## src/rtl/idex_pipe_reg.sv

```systemverilog
// ---------------------------------------------------------------------------
// idex_pipe_reg
// ID/EX pipeline register with a valid/ready handshake, a two-entry skid
// buffer (main entry M plus skid entry S), a synchronous flush for branch and
// jump squashing, and a saturating bubble counter.
//
// Ports:
//   clk, rst_n          rising-edge clock, asynchronous active-low reset
//   in_valid/in_ready   decode-side handshake; in_ready depends on state only
//   in_ctrl             control bundle {branch, jump, jumpMem, memRead,
//                       memToReg, memWrite, aluSrc, regWrt, svpc, add, sub,
//                       inc, neg}, branch is the MSB
//   in_imm, in_pc       immediate and PC payload
//   in_rd/rs1/rs2       register indices
//   flush               squash held entries and any entry offered this cycle
//   out_valid/out_ready execute-side handshake
//   out_ctrl            control bundle, zero whenever out_valid is low
//   out_imm, out_pc     payload of the main entry
//   out_rd/rs1/rs2      register indices of the main entry
//   bubble_cnt          saturating count of cycles with out_valid low
// ---------------------------------------------------------------------------
module idex_pipe_reg #(
  parameter int CTRL_W  = 13,
  parameter int DATA_W  = 32,
  parameter int RADDR_W = 6,
  parameter int BUB_W   = 16
) (
  input  logic               clk,
  input  logic               rst_n,
  input  logic               in_valid,
  output logic               in_ready,
  input  logic [CTRL_W-1:0]  in_ctrl,
  input  logic [DATA_W-1:0]  in_imm,
  input  logic [DATA_W-1:0]  in_pc,
  input  logic [RADDR_W-1:0] in_rd,
  input  logic [RADDR_W-1:0] in_rs1,
  input  logic [RADDR_W-1:0] in_rs2,
  input  logic               flush,
  output logic               out_valid,
  input  logic               out_ready,
  output logic [CTRL_W-1:0]  out_ctrl,
  output logic [DATA_W-1:0]  out_imm,
  output logic [DATA_W-1:0]  out_pc,
  output logic [RADDR_W-1:0] out_rd,
  output logic [RADDR_W-1:0] out_rs1,
  output logic [RADDR_W-1:0] out_rs2,
  output logic [BUB_W-1:0]   bubble_cnt
);

  // Encoding is {S.valid, M.valid}, so the valid bits fall straight out of
  // the state register. 2'b10 (skid full, main empty) is unreachable.
  typedef enum logic [1:0] {
    ST_EMPTY = 2'b00,
    ST_ONE   = 2'b01,
    ST_TWO   = 2'b11
  } state_t;

  state_t r_state;
  state_t w_nextState;

  logic w_mValid;
  logic w_sValid;
  logic w_acc;
  logic w_pop;
  logic w_loadMIn;
  logic w_loadSIn;
  logic w_moveS;

  logic [CTRL_W-1:0]  r_mCtrl;
  logic [DATA_W-1:0]  r_mImm;
  logic [DATA_W-1:0]  r_mPc;
  logic [RADDR_W-1:0] r_mRd;
  logic [RADDR_W-1:0] r_mRs1;
  logic [RADDR_W-1:0] r_mRs2;

  logic [CTRL_W-1:0]  r_sCtrl;
  logic [DATA_W-1:0]  r_sImm;
  logic [DATA_W-1:0]  r_sPc;
  logic [RADDR_W-1:0] r_sRd;
  logic [RADDR_W-1:0] r_sRs1;
  logic [RADDR_W-1:0] r_sRs2;

  logic [BUB_W-1:0]   r_bubCnt;

  assign w_mValid = r_state[0];
  assign w_sValid = r_state[1];

  // in_ready looks only at registered state, so out_ready never reaches it
  // combinationally; the skid entry is what makes that safe.
  assign in_ready  = !w_sValid;
  assign out_valid = w_mValid;
  assign w_acc     = in_valid && in_ready;
  assign w_pop     = out_valid && out_ready;

  // Next-state and load selects. Flush overrides everything, including a
  // coincident accept; a coincident pop still completes on the execute side.
  always_comb begin
    w_nextState = r_state;
    w_loadMIn   = 1'b0;
    w_loadSIn   = 1'b0;
    w_moveS     = 1'b0;
    if (flush) begin
      w_nextState = ST_EMPTY;
    end else begin
      case (r_state)
        ST_EMPTY: begin
          if (w_acc) begin
            w_nextState = ST_ONE;
            w_loadMIn   = 1'b1;
          end
        end
        ST_ONE: begin
          if (w_acc && w_pop) begin
            w_loadMIn = 1'b1;
          end else if (w_acc) begin
            w_nextState = ST_TWO;
            w_loadSIn   = 1'b1;
          end else if (w_pop) begin
            w_nextState = ST_EMPTY;
          end
        end
        ST_TWO: begin
          if (w_pop) begin
            w_nextState = ST_ONE;
            w_moveS     = 1'b1;
          end
        end
        default: w_nextState = ST_EMPTY;
      endcase
    end
  end

  always_ff @(posedge clk or negedge rst_n) begin
    if (!rst_n) begin
      r_state <= ST_EMPTY;
    end else begin
      r_state <= w_nextState;
    end
  end

  // Entry storage. A flush only clears the control fields; stale payload is
  // harmless because out_ctrl is masked while the entry is invalid.
  always_ff @(posedge clk or negedge rst_n) begin
    if (!rst_n) begin
      r_mCtrl <= '0;
      r_mImm  <= '0;
      r_mPc   <= '0;
      r_mRd   <= '0;
      r_mRs1  <= '0;
      r_mRs2  <= '0;
      r_sCtrl <= '0;
      r_sImm  <= '0;
      r_sPc   <= '0;
      r_sRd   <= '0;
      r_sRs1  <= '0;
      r_sRs2  <= '0;
    end else if (flush) begin
      r_mCtrl <= '0;
      r_sCtrl <= '0;
    end else begin
      if (w_loadMIn) begin
        r_mCtrl <= in_ctrl;
        r_mImm  <= in_imm;
        r_mPc   <= in_pc;
        r_mRd   <= in_rd;
        r_mRs1  <= in_rs1;
        r_mRs2  <= in_rs2;
      end else if (w_moveS) begin
        r_mCtrl <= r_sCtrl;
        r_mImm  <= r_sImm;
        r_mPc   <= r_sPc;
        r_mRd   <= r_sRd;
        r_mRs1  <= r_sRs1;
        r_mRs2  <= r_sRs2;
      end
      if (w_loadSIn) begin
        r_sCtrl <= in_ctrl;
        r_sImm  <= in_imm;
        r_sPc   <= in_pc;
        r_sRd   <= in_rd;
        r_sRs1  <= in_rs1;
        r_sRs2  <= in_rs2;
      end else if (w_moveS) begin
        r_sCtrl <= '0;
        r_sImm  <= '0;
        r_sPc   <= '0;
        r_sRd   <= '0;
        r_sRs1  <= '0;
        r_sRs2  <= '0;
      end
    end
  end

  // Bubble counter: counts edges where the output was empty, sticks at all
  // ones instead of wrapping, and deliberately survives flushes.
  always_ff @(posedge clk or negedge rst_n) begin
    if (!rst_n) begin
      r_bubCnt <= '0;
    end else if (!w_mValid && (r_bubCnt != {BUB_W{1'b1}})) begin
      r_bubCnt <= r_bubCnt + 1'b1;
    end
  end

  assign out_ctrl   = w_mValid ? r_mCtrl : '0;
  assign out_imm    = r_mImm;
  assign out_pc     = r_mPc;
  assign out_rd     = r_mRd;
  assign out_rs1    = r_mRs1;
  assign out_rs2    = r_mRs2;
  assign bubble_cnt = r_bubCnt;

endmodule

```

## config.mk

```make
export PLATFORM = sky130hd
export DESIGN_NAME = idex_pipe_reg
export DESIGN_NICKNAME = d
export VERILOG_FILES = /design/src/rtl/idex_pipe_reg.sv
export SDC_FILE = /design/constraint.sdc
export NUM_CORES = 1
export LEC_CHECK = 0
export ABC_AREA = 1
export CAP_MARGIN = 10
export CORE_ASPECT_RATIO = 0.7
export CORE_MARGIN = 1.5
export CORE_UTILIZATION = 51
export DETAILED_ROUTE_END_ITERATION = 8
export PLACE_DENSITY = 0.78
export SYNTH_ARGS = -nofsm -noshare
export SYNTH_HDL_FRONTEND = slang
export SYNTH_SLANG_ARGS = --single-unit
```

## constraint.sdc

```tcl
create_clock -name clk -period 1.8 [get_ports clk]
set_input_delay 0.27 -clock clk [delete_from_list [all_inputs] [get_ports clk]]
set_output_delay 0.27 -clock clk [all_outputs]
set_load 0.005 [all_outputs]
```

==> impl_metrics.toml <==
[clock_tree]
clk_path_buf_depth = 3
cts_buffers = 21
cts-root-buf = "clkbuf_16"
path_clk_slew_ns = 0.06
cts_sinks = 208
htreeDepth = 1
cts_tree = "yes"
clock_latency_ns = 0.50

[logic_synthesis]
synthXorXnorAreaFrac = 0.00625
syn_area_mm2 = 0.00981
syn-mean-instance-area_um2 = 8.22
synth_top_family_by_area = "simple AND/OR/NAND/NOR gates"
yosysSeqAreaShare = 0.530
synthCells = 1194
synth_enable_flop_cells = 0
synth_cell_types = 24
ys_warn_count = 0
synthSimpleGateAreaFrac = 0.390
yosys.area_share.adder = 0.00638
synth_top_flop_cell = "dfrtp_1"
async_reset_ff_frac = 1.00
syn_nets = 1299
ys_ff_latch = 208
synth_compound_area_frac = 0.00357
yosys-mux-area-fraction = 0

[grt]
busiest_layer = "met1"
globalRouteMet1Util = 0.423
grt_max_degree = 88
grt_pass1_vias = 8797
use_met3 = 0.0439
antenna_found_initial = 0
use_met2 = 0.409
grt_overflow = 0
grt_usage = 0.275
grt_first_pass_wirelength_um = 44900

[sta]
setup_viol = 0
slew_viol_final = 0
finalCritPeriodShare = 0.987
skew_ns = 0.0112
worst_hold_slack_ns = 0.283
rsz0062_at_grt = "true"
hold_violations = 0
fmaxAchievable_ghz = 0.563
layout_min_cycle_time_ns = 1.78
relSlewSlack = 0.675
worst_pin_slew_ns = 0.488

[floorplanning]
coreArea_mm2 = 0.0189
fp.dieH_um = 119
die_w_um = 169
start_util = 0.520
rows = 42
die-area_mm2 = 0.0201
boundaryPins = 213

[finish]
finalNetCount = 1529
drive_above_1_share = 0.111
fillCellCount = 1422
diodes = 0
areaGrowthSynthToFinish_pct = 40.0

[status]
outcome = "finished clean"

[worst_setup_path]
crit_path_start_kind = "register"
cp_data_required_time_ns = 1.53
endpoint_kind = "primary output"
reg2reg_setup_slack_ns = 0.05
reg2reg_to = "out_rs2[4]"
path_max_fanout = 4
path_class = "register to primary output"
rr_worst_depth = 10
critPathBufInv = 2
cp_slowest_cell = "clkdlybuf4s50_1"
crit_start = "r_state[1]"
slowest_delay_ns = 0.51
crit_family = "buffers and inverters"
critPathArrivalTime_ns = 1.51
cp_cell_sequence = "inv_2 -> clkdlybuf4s50_1"
reg2reg_from = "r_state[0]"

[pwr]
p_leak_nw = 6.72
p_total_mw = 20.1
powerDensity_mw_per_mm2 = 1470
ir_drop_mv = 0.744

[drt]
drc_errors = 0
routed_wl_um = 29600
antenna_left = 0
vias_per_cell = 5.74
drt-pass1-iter-count = 6
first_iter_violations = 1035
wl_per_cell_um = 17.6
via_count = 9640

[flow_run]
drv_cap = 0

[placed_design]
globalplace.congestion = 0.847
port_buffers = 212
dpl.hpwl_um = 17800

[hold_path]
hp-class = "input port to asynchronous set/reset pin"
-- worst register-to-register path, stage by stage (launching register included) --
cell and delay [ns]:
dfrtp_1 0.40, buf_4 0.16, inv_1 0.11, ha_4 0.15
nand2_2 0.07, nand2_4 0.13, nand2_8 0.15, inv_16 0.15
clkbuf_16 0.20, nand2_1 0.07, nand3_1 0.09
-- cell usage after synthesis, types with 5 or more instances --
| cell type | count | share of area |
|---|---|---|
| clkbuf_1 | 16 | 0.0061 |
| inv_1 | 36 | 0.014 |
| buf_2 | 63 | 0.032 |
| nand4_1 | 18 | 0.011 |
| ha_1 | 5 | 0.0064 |
| nand2_1 | 312 | 0.12 |
| o21ai_0 | 6 | 0.0031 |
| buf_4 | 5 | 0.0038 |
| buf_1 | 8 | 0.0031 |
| nand3_1 | 466 | 0.24 |
| dfrtp_1 | 208 | 0.53 |
| nor2_1 | 26 | 0.0099 |
| xnor2_1 | 7 | 0.0062 |
-- repair_timing --
action / 4_1_cts / 5_1_grt
hold buffers: 1 / 0
buffers inserted: 2 / 11
endpoints found under the hold margin: 40 / 0
gates resized for setup: 40 / 46
endpoints found under the setup margin: 26 / 97
gates cloned: 1 / 11
pin swaps: 0 / 3
-- flip-flops by register name (all words and copies together), names as in the netlist, 13 cells and up --
register / count
r_sPc: 32
r_mCtrl: 13
bubble_cnt: 16
r_sImm: 32
r_sCtrl: 13
out_pc: 32
out_imm: 32
-- report_power, final --
| group | switching, mW | internal, mW | total, mW |
|---|---|---|---|
| registers | 1.26 | 6.65 | 7.92 |
| logic | 3.64 | 4.02 | 7.65 |
| clock network | 1.82 | 2.75 | 4.56 |
| total | 6.72 | 13.4 | 20.1 |
-- through the flow --
stage	utilization	instance area [um^2]	setup TNS [ns]	instances	setup slack [ns]
global route	0.728	13700	-0.228	1680	-0.0245
global placement	0.665	12500	-0.907	1617	-0.0442
floorplan	-	9810	0	1194	0.110
finish	0.728	13700	0	1680	0.0238
detailed placement	0.665	12500	-4.90	1617	-0.111
CTS	0.705	13300	0	1658	0.0128
-- layout make-up --
type / count / area (um^2) / area share
inverter: 39 / 166 / 0.0121
clock inverter: 7 / 114 / 0.00829
timing repair buffer: 302 / 3280 / 0.239
sequential: 208 / 5210 / 0.379
tap: 242 / 303 / 0.0220
multi-input combinational: 852 / 4070 / 0.297
clock buffer: 30 / 599 / 0.0436
-- layer usage --
layer  wire length (um)  part of all wire
met5                  0                 0
met4                574             0.019
met3               2830             0.095
met2              13000              0.44
met1              13200              0.45
-- logic make-up (layout without fill, tap and decap cells) --
kind of cell,count (synthesis),in the layout
adder cells (fa/ha/maj),5,5
flip-flops,208,208
AND/OR/NAND/NOR,833,833
XOR/XNOR,7,7
buffers and inverters,134,378
AO/OA/AOI/OAI,7,7
-- placed cells by master (no fill, tap or decap), types with 5 or more instances in the layout --
cell type          n
buf_12            19
clkbuf_1           5
clkdlybuf4s15_1    8
clkbuf_16         28
buf_6             12
nor2_1            24
clkdlybuf4s50_1  193
clkbuf_8           5
buf_4             46
xnor2_1            7
o21ai_0            6
inv_1             34
nand2_2           11
dfrtp_1          207
nand2_1          301
nand4_1           18
nand3_1          465
buf_2              6
-- worst max path at each step --
stage	end	slack, ns	cells after the start
after floorplan	out_imm[2]	0.11	10
after global placement	r_mCtrl[4]	-0.04	8
after detailed placement	r_mCtrl[3]	-0.11	8
after CTS	bubble_cnt[2]	0.01	2
after global routing	out_rs1[5]	-0.02	10
final	in_ready	0.02	2
Note: power is estimated with default switching activity, not from simulation.
